`src/rtl/home_broadcast_sequencer_if.sv`:
```
// Bundle for the home-cell read port and the broadcast sideband of home_broadcast_sequencer.
// fsm_state exposes the sequencer FSM encoding for observation only.
interface home_broadcast_sequencer_if #(
    parameter int PARTICLE_ID_WIDTH = 7
);
    // data_valid carries no ready: stall only withholds new reads, the pipeline
    // keeps moving, and every data_valid beat must be consumed in that cycle.
    logic                         start;
    logic                         stall;
    logic [PARTICLE_ID_WIDTH-1:0] rd_count;
    logic                         rd_en;
    logic [PARTICLE_ID_WIDTH-1:0] rd_addr;
    logic                         data_valid;
    logic [PARTICLE_ID_WIDTH-1:0] particle_id;
    logic [PARTICLE_ID_WIDTH-1:0] ref_id;
    logic                         phase;
    logic                         prev_phase;
    logic                         reading_particle_num;
    logic [PARTICLE_ID_WIDTH-1:0] ref_particle_count;
    logic                         busy;
    logic                         done;
    logic [2:0]                   fsm_state;

    modport master (
        input  start, stall, rd_count,
        output rd_en, rd_addr, data_valid, particle_id, ref_id, phase, prev_phase,
               reading_particle_num, ref_particle_count, busy, done, fsm_state
    );

    modport slave (
        output start, stall, rd_count,
        input  rd_en, rd_addr, data_valid, particle_id, ref_id, phase, prev_phase,
               reading_particle_num, ref_particle_count, busy, done, fsm_state
    );
endinterface

```
`src/rtl/home_broadcast_sequencer.sv`:
```
// Sweeps home-cell memory once per reference particle and emits the latency-aligned sideband.
// Define HALF_SWEEP_EN to have the sweep for reference r start at address r.
module home_broadcast_sequencer #(
    parameter int PARTICLE_ID_WIDTH = 7,
    parameter int MEM_RD_LAT        = 1
) (
    input logic clk,
    input logic rst,
    home_broadcast_sequencer_if.master bus
);
    localparam int W  = PARTICLE_ID_WIDTH;
    localparam int SW = 2 * W + 3;
    // Stage layout: {num, valid, phase, ref[W], pid[W]}
    localparam logic [SW-1:0] DL_RST = {3'b000, W'(1), W'(0)};

    typedef enum logic [2:0] {
        S_IDLE     = 3'd0,
        S_NUM_WAIT = 3'd1,
        S_SWEEP    = 3'd2,
        S_SWITCH   = 3'd3,
        S_DRAIN    = 3'd4,
        S_FINISH   = 3'd5
    } state_t;

    state_t         state, state_nx;
    logic [W-1:0]   addr_q, addr_nx;
    logic [W-1:0]   ref_q, ref_nx;
    logic [W-1:0]   cnt_q, cnt_nx;
    logic           phase_q, phase_nx;
    logic           issue_num, issue_valid;
    logic [W-1:0]   issue_addr;
    logic [SW-1:0]  dl [MEM_RD_LAT];
    logic [SW-1:0]  dl_out;
    logic           dl_busy;
    logic           prev_phase_q;

    assign dl_out = dl[MEM_RD_LAT-1];

    always_comb begin
        dl_busy = 1'b0;
        for (int i = 0; i < MEM_RD_LAT; i++) dl_busy = dl_busy | dl[i][2*W+1];
    end

    always_ff @(posedge clk) begin
        if (rst) begin
            state        <= S_IDLE;
            addr_q       <= '0;
            ref_q        <= W'(1);
            cnt_q        <= '0;
            phase_q      <= 1'b0;
            prev_phase_q <= 1'b0;
            for (int i = 0; i < MEM_RD_LAT; i++) dl[i] <= DL_RST;
        end else begin
            state        <= state_nx;
            addr_q       <= addr_nx;
            ref_q        <= ref_nx;
            cnt_q        <= cnt_nx;
            phase_q      <= phase_nx;
            prev_phase_q <= dl_out[2*W];
            dl[0]        <= {issue_num, issue_valid, phase_q, ref_q, issue_addr};
            for (int i = 1; i < MEM_RD_LAT; i++) dl[i] <= dl[i-1];
        end
    end

    always_comb begin
        state_nx    = state;
        addr_nx     = addr_q;
        ref_nx      = ref_q;
        cnt_nx      = cnt_q;
        phase_nx    = phase_q;
        issue_num   = 1'b0;
        issue_valid = 1'b0;
        issue_addr  = '0;
        case (state)
            S_IDLE: begin
                if (bus.start) begin
                    issue_num = 1'b1;
                    state_nx  = S_NUM_WAIT;
                end
            end
            S_NUM_WAIT: begin
                // The count word is only trusted on the cycle its marker leaves the delay line.
                if (dl_out[2*W+2]) begin
                    cnt_nx = bus.rd_count;
                    if (bus.rd_count == '0) begin
                        state_nx = S_FINISH;
                    end else begin
                        ref_nx   = W'(1);
                        phase_nx = 1'b0;
                        addr_nx  = W'(1);
                        state_nx = S_SWEEP;
                    end
                end
            end
            S_SWEEP: begin
                if (!bus.stall) begin
                    issue_valid = 1'b1;
                    issue_addr  = addr_q;
                    if (addr_q == cnt_q) state_nx = S_SWITCH;
                    else                 addr_nx  = addr_q + 1'b1;
                end
            end
            S_SWITCH: begin
                if (ref_q == cnt_q) begin
                    state_nx = S_DRAIN;
                end else begin
                    ref_nx   = ref_q + 1'b1;
                    phase_nx = ~phase_q;
`ifdef HALF_SWEEP_EN
                    addr_nx  = ref_q + 1'b1;
`else
                    addr_nx  = W'(1);
`endif
                    state_nx = S_SWEEP;
                end
            end
            S_DRAIN: begin
                if (!dl_busy) state_nx = S_FINISH;
            end
            S_FINISH: state_nx = S_IDLE;
            default:  state_nx = S_IDLE;
        endcase
    end

    assign bus.rd_en                = issue_num | issue_valid;
    assign bus.rd_addr              = issue_addr;
    assign bus.data_valid           = dl_out[2*W+1];
    assign bus.phase                = dl_out[2*W];
    assign bus.ref_id               = dl_out[2*W-1:W];
    assign bus.particle_id          = dl_out[W-1:0];
    assign bus.reading_particle_num = dl_out[2*W+2];
    assign bus.prev_phase           = prev_phase_q;
    assign bus.ref_particle_count   = cnt_q;
    assign bus.busy                 = (state != S_IDLE) && (state != S_FINISH);
    assign bus.done                 = (state == S_FINISH);
    assign bus.fsm_state            = state;
endmodule
```
`src/flat_wrapper.sv`:
```
// flat-port wrapper written by rule: the top's interface ports become plain ports
module home_broadcast_sequencer_flat 
#(
    parameter int PARTICLE_ID_WIDTH = 7,
    parameter int MEM_RD_LAT        = 1
)
  (clk, rst, bus_start, bus_stall, bus_rd_count, bus_rd_en, bus_rd_addr, bus_data_valid, bus_particle_id, bus_ref_id, bus_phase, bus_prev_phase, bus_reading_particle_num, bus_ref_particle_count, bus_busy, bus_done, bus_fsm_state);
  home_broadcast_sequencer_if #(.PARTICLE_ID_WIDTH(PARTICLE_ID_WIDTH)) bus_i ();
  input logic clk;
  input logic rst;
  input wire logic [$bits(bus_i.start)-1:0] bus_start;
  input wire logic [$bits(bus_i.stall)-1:0] bus_stall;
  input wire logic [$bits(bus_i.rd_count)-1:0] bus_rd_count;
  output wire logic [$bits(bus_i.rd_en)-1:0] bus_rd_en;
  output wire logic [$bits(bus_i.rd_addr)-1:0] bus_rd_addr;
  output wire logic [$bits(bus_i.data_valid)-1:0] bus_data_valid;
  output wire logic [$bits(bus_i.particle_id)-1:0] bus_particle_id;
  output wire logic [$bits(bus_i.ref_id)-1:0] bus_ref_id;
  output wire logic [$bits(bus_i.phase)-1:0] bus_phase;
  output wire logic [$bits(bus_i.prev_phase)-1:0] bus_prev_phase;
  output wire logic [$bits(bus_i.reading_particle_num)-1:0] bus_reading_particle_num;
  output wire logic [$bits(bus_i.ref_particle_count)-1:0] bus_ref_particle_count;
  output wire logic [$bits(bus_i.busy)-1:0] bus_busy;
  output wire logic [$bits(bus_i.done)-1:0] bus_done;
  output wire logic [$bits(bus_i.fsm_state)-1:0] bus_fsm_state;
  assign bus_i.start = bus_start;
  assign bus_i.stall = bus_stall;
  assign bus_i.rd_count = bus_rd_count;
  assign bus_rd_en = bus_i.rd_en;
  assign bus_rd_addr = bus_i.rd_addr;
  assign bus_data_valid = bus_i.data_valid;
  assign bus_particle_id = bus_i.particle_id;
  assign bus_ref_id = bus_i.ref_id;
  assign bus_phase = bus_i.phase;
  assign bus_prev_phase = bus_i.prev_phase;
  assign bus_reading_particle_num = bus_i.reading_particle_num;
  assign bus_ref_particle_count = bus_i.ref_particle_count;
  assign bus_busy = bus_i.busy;
  assign bus_done = bus_i.done;
  assign bus_fsm_state = bus_i.fsm_state;
  home_broadcast_sequencer #(.PARTICLE_ID_WIDTH(PARTICLE_ID_WIDTH), .MEM_RD_LAT(MEM_RD_LAT)) u_core (.clk(clk), .rst(rst), .bus(bus_i));
endmodule
```
`config.mk`:
```
export PLATFORM = sky130hd
export DESIGN_NAME = home_broadcast_sequencer_flat
export DESIGN_NICKNAME = d
export VERILOG_FILES = /design/src/rtl/home_broadcast_sequencer_if.sv /design/src/rtl/home_broadcast_sequencer.sv /design/src/flat_wrapper.sv
export SDC_FILE = /design/constraint.sdc
export NUM_CORES = 1
export LEC_CHECK = 0
export ABC_AREA = 1
export CAP_MARGIN = 10
export CORE_AREA = 10 10 75 77
export CTS_CLUSTER_SIZE = 40
export DETAILED_ROUTE_END_ITERATION = 8
export DIE_AREA = 0 0 85 87
export MAX_ROUTING_LAYER = met4
export PLACE_DENSITY = 0.81
export RECOVER_POWER = 50
export SYNTH_ARGS = -nofsm -noshare
export SYNTH_HDL_FRONTEND = slang
export SYNTH_SLANG_ARGS = --single-unit
```
`constraint.sdc`:
```
create_clock -name clk -period 2.6 [get_ports clk]
set_clock_uncertainty 0.2 [all_clocks]
set_input_delay 0.65 -clock clk [delete_from_list [all_inputs] [get_ports clk]]
set_output_delay 0.65 -clock clk [all_outputs]
set_load 0.02 [all_outputs]
```
==> flow_metrics.py <==
metrics = {
    "synthesis": {
        "synthesis.area_um2": 2120,
        "syn_inst": 327,
        "postSynthAreaPerCell_um2": 6.50,
        "synth-seq-cells": 43,
        "yosys-top-cells-count": "nand2_1 (88), nor2_1 (59), dfxtp_1 (43), inv_1 (35), a21oi_1 (21)",
        "yosysTopAreaCell": "dfxtp_1",
        "synth_most_common_cell": "nand2_1",
        "synth_top_cell_area_share_pct": 40.5,
        "ys_top_cells_by_area": "dfxtp_1 (41%), nand2_1 (16%), nor2_1 (10%), inv_1 (6.2%), a21oi_1 (4.9%)",
        "ys_warn_count": 0,
        "async_flop_share_pct": 0,
        "syn-num-nets": 340,
        "ys_types": 25,
        "ys.flop_type": "dfxtp_1",
        "synth_seq_area_share_pct": 40.5,
        "synth-edff-count": 0,
    },
    "sta": {
        "grt_setup_unrepaired": "false",
        "setup_violations": 0,
        "worst_slew_pin_slew_ns": 0.912,
        "finalHoldViolCount": 0,
        "slew_headroom_pct": 39.2,
        "final-max-slew-violation-count": 0,
        "setup_tns_ns": 0,
        "min_period_over_period_pct": 94.1,
        "max_freq_ghz": 0.409,
        "hold_slack_ns": 0.231,
        "post-route-min-period_ns": 2.45,
    },
    "clocking": {
        "cts_made_buffers": 5,
        "postCtsHoldBufs": 0,
        "htreeDepth": 2,
        "cts.sinks": 43,
        "cts.path.max_buffers": 2,
        "clk_pin_slew_ns": 0.09,
        "clk_latency_ns": 0.30,
        "root_buffer": "clkbuf_8",
        "cts_tree": "built",
    },
    "floorplanning": {
        "start_util_pct": 50.2,
        "rows": 24,
        "die_height_um": 87,
        "dieWidth_um": 85,
        "core_area_um2": 4230,
        "die_area_um2": 7400,
        "ios": 49,
    },
    "detailed_routing": {
        "drc": 0,
        "firstDrtPassIters": 4,
        "drt_wl_total_um": 5510,
        "postRouteAntennaNets": 0,
        "wl_per_cell_um": 12.6,
        "num_vias": 2097,
        "vias_per_cell": 4.80,
        "drt_iter0_drc": 136,
    },
    "worst_hold_path": {
        "hp-class": "flip-flop to flip-flop",
        "min_path_cells": 2,
    },
    "pwr": {
        "powerDensity_nw_per_um2": 847,
        "p_switching_uw": 990,
        "pwr-share-seq_pct": 36.3,
        "peakVddDrop_uv": 366,
        "comb_power_share_pct": 45.3,
        "pwr-share-clk_pct": 18.4,
        "p_leak_nw": 1.24,
        "intPower_mw": 1.34,
        "swShare_pct": 42.5,
    },
    "global_route": {
        "grt_max_degree": 21,
        "grt_pass1_wl_um": 9060,
        "grt_overflow": 0,
        "grt_pass1_vias": 2025,
        "grt_antenna_before_repair": 0,
        "grt_usage_pct": 15.1,
    },
    "placed_design": {
        "place.gp.congestion": 0.900,
        "port_buffers": 48,
        "dp_hpwl_um": 4280,
        "dp.cells": 429,
    },
    "finish": {
        "nets": 397,
        "drive_gt1_share_pct": 11.9,
        "n_antenna_cell": 0,
        "area_delta_synth_final_pct": 29.4,
        "final-instance-count-excl-fill": 437,
    },
    "setup_path": {
        "critPathCaptureType": "output pin",
        "path_max_fanout": 9,
        "crit_chain": "clkdlybuf4s50_1 > nor2_1 > inv_2 > o21ai_0 > clkbuf_2",
        "path_class": "input port to output pin",
        "worstSetupStartpointType": "input port",
        "critPathMaxStageDelay_ns": 0.48,
        "cp.required_ns": 1.75,
        "worst_path_max_delay_cell": "clkdlybuf4s50_1",
        "cp_data_arrival_time_ns": 1.60,
        "reg2reg_depth": 8,
    },
    "status": {
        "status": "complete, no violations",
    },
    "job": {
        "maxCapViolCount": 0,
    },
}
[layout make-up]
| class | count | area [µm²] |
|---|---|---|
| Fill cell | 374 | 1490 |
| Multi-Input combinational cell | 231 | 1050 |
| Sequential cell | 43 | 861 |
| Timing Repair Buffer | 57 | 509 |
| Inverter | 46 | 173 |
| Clock buffer | 5 | 68.8 |
| Tap cell | 52 | 65.1 |
| Clock inverter | 3 | 20.0 |
[per-layer routing]
metal | up-vias | part of all wire, % | global-route usage [%]
met3 | 6 | 5.0 | 4.03
met2 | 53 | 47 | 24.7
met5 | - | 0 | -
met4 | 0 | 0.98 | 5.69
met1 | 922 | 47 | 17.4
li1 | 1116 | - | -
[through the flow]
stage | instance area, µm² | setup WS, ns | utilization, % | power (mW)
6_report | 2750 | 0.154 | 64.9 | 2.33
5_1_grt | 2750 | 0.0229 | 64.9 | 2.52
4_1_cts | 2790 | -0.00403 | 65.8 | 2.35
3_5_place_dp | 2700 | -0.287 | 63.8 | 1.92
3_3_place_gp | 2700 | -0.250 | 63.8 | 1.90
2_1_floorplan | 2120 | 0.353 | - | 1.58
[flip-flops by register name (all words and copies together) (netlist names)]
name / flops
u_core.ref_q: 7
u_core.addr_q: 7
u_core.bus.ref_particle_count: 7
u_core.phase_q: 1
u_core.bus.fsm_state: 3
u_core.bus.prev_phase: 1
u_core.dl: 17
[critical path, delay by kind of cell]
family / cells / cell delay [ns]
buf+inv: 3 / 0.78
simple gates: 1 / 0.06
compound gates: 1 / 0.11
[cell usage in the layout (no fill, tap or decap), types with 5 or more instances in the layout]
| cell | n |
|---|---|
| a21oi_1 | 21 |
| o21ai_0 | 14 |
| inv_2 | 10 |
| buf_4 | 8 |
| nand2_1 | 88 |
| inv_1 | 36 |
| nand3_1 | 19 |
| clkbuf_8 | 5 |
| nor2_1 | 60 |
| clkdlybuf4s50_1 | 25 |
| dfxtp_1 | 43 |
| dlygate4sd3_1 | 13 |
| xnor2_1 | 6 |
| clkbuf_2 | 8 |
[repair_timing]
action / in CTS / in global routing
gates resized for setup: 12 / 16
endpoints found under the setup margin: 8 / 10
setup buffers: 0 / 0
[cell families after synthesis]
kind of cell    Yosys count  share of synthesized area [%]
simple gates            184                           36.5
buf+inv                  53                           9.83
flops                    43                           40.5
compound gates           39                           9.48
xor+xnor                  6                           2.47
fa+ha+maj                 2                           1.18
[power by group through the flow]
| stage | registers [mW] | clock network, mW | logic (mW) |
|---|---|---|---|
| 2_1_floorplan | 0.896 | 0 | 0.685 |
| 3_3_place_gp | 0.855 | 0 | 1.04 |
| 3_5_place_dp | 0.858 | 0 | 1.07 |
| 4_1_cts | 0.843 | 0.437 | 1.07 |
| 5_1_grt | 0.860 | 0.466 | 1.19 |
| 6_report | 0.845 | 0.428 | 1.06 |
[final timing paths]
path | endpoint | slack, ns | from
max reg2reg | u_core.ref_q[2]$_SDFFE_PP0P_ | 0.68 | u_core.bus.fsm_state[2]$_SDFFE_PP0P_
min reg2reg | u_core.bus.prev_phase$_SDFF_PP0_ | 0.23 | u_core.dl[0][14]$_SDFF_PP0_
min | u_core.bus.prev_phase$_SDFF_PP0_ | 0.23 | u_core.dl[0][14]$_SDFF_PP0_
max | bus_rd_en | 0.15 | bus_stall
No activity file was read; power rests on OpenSTA's default activity.
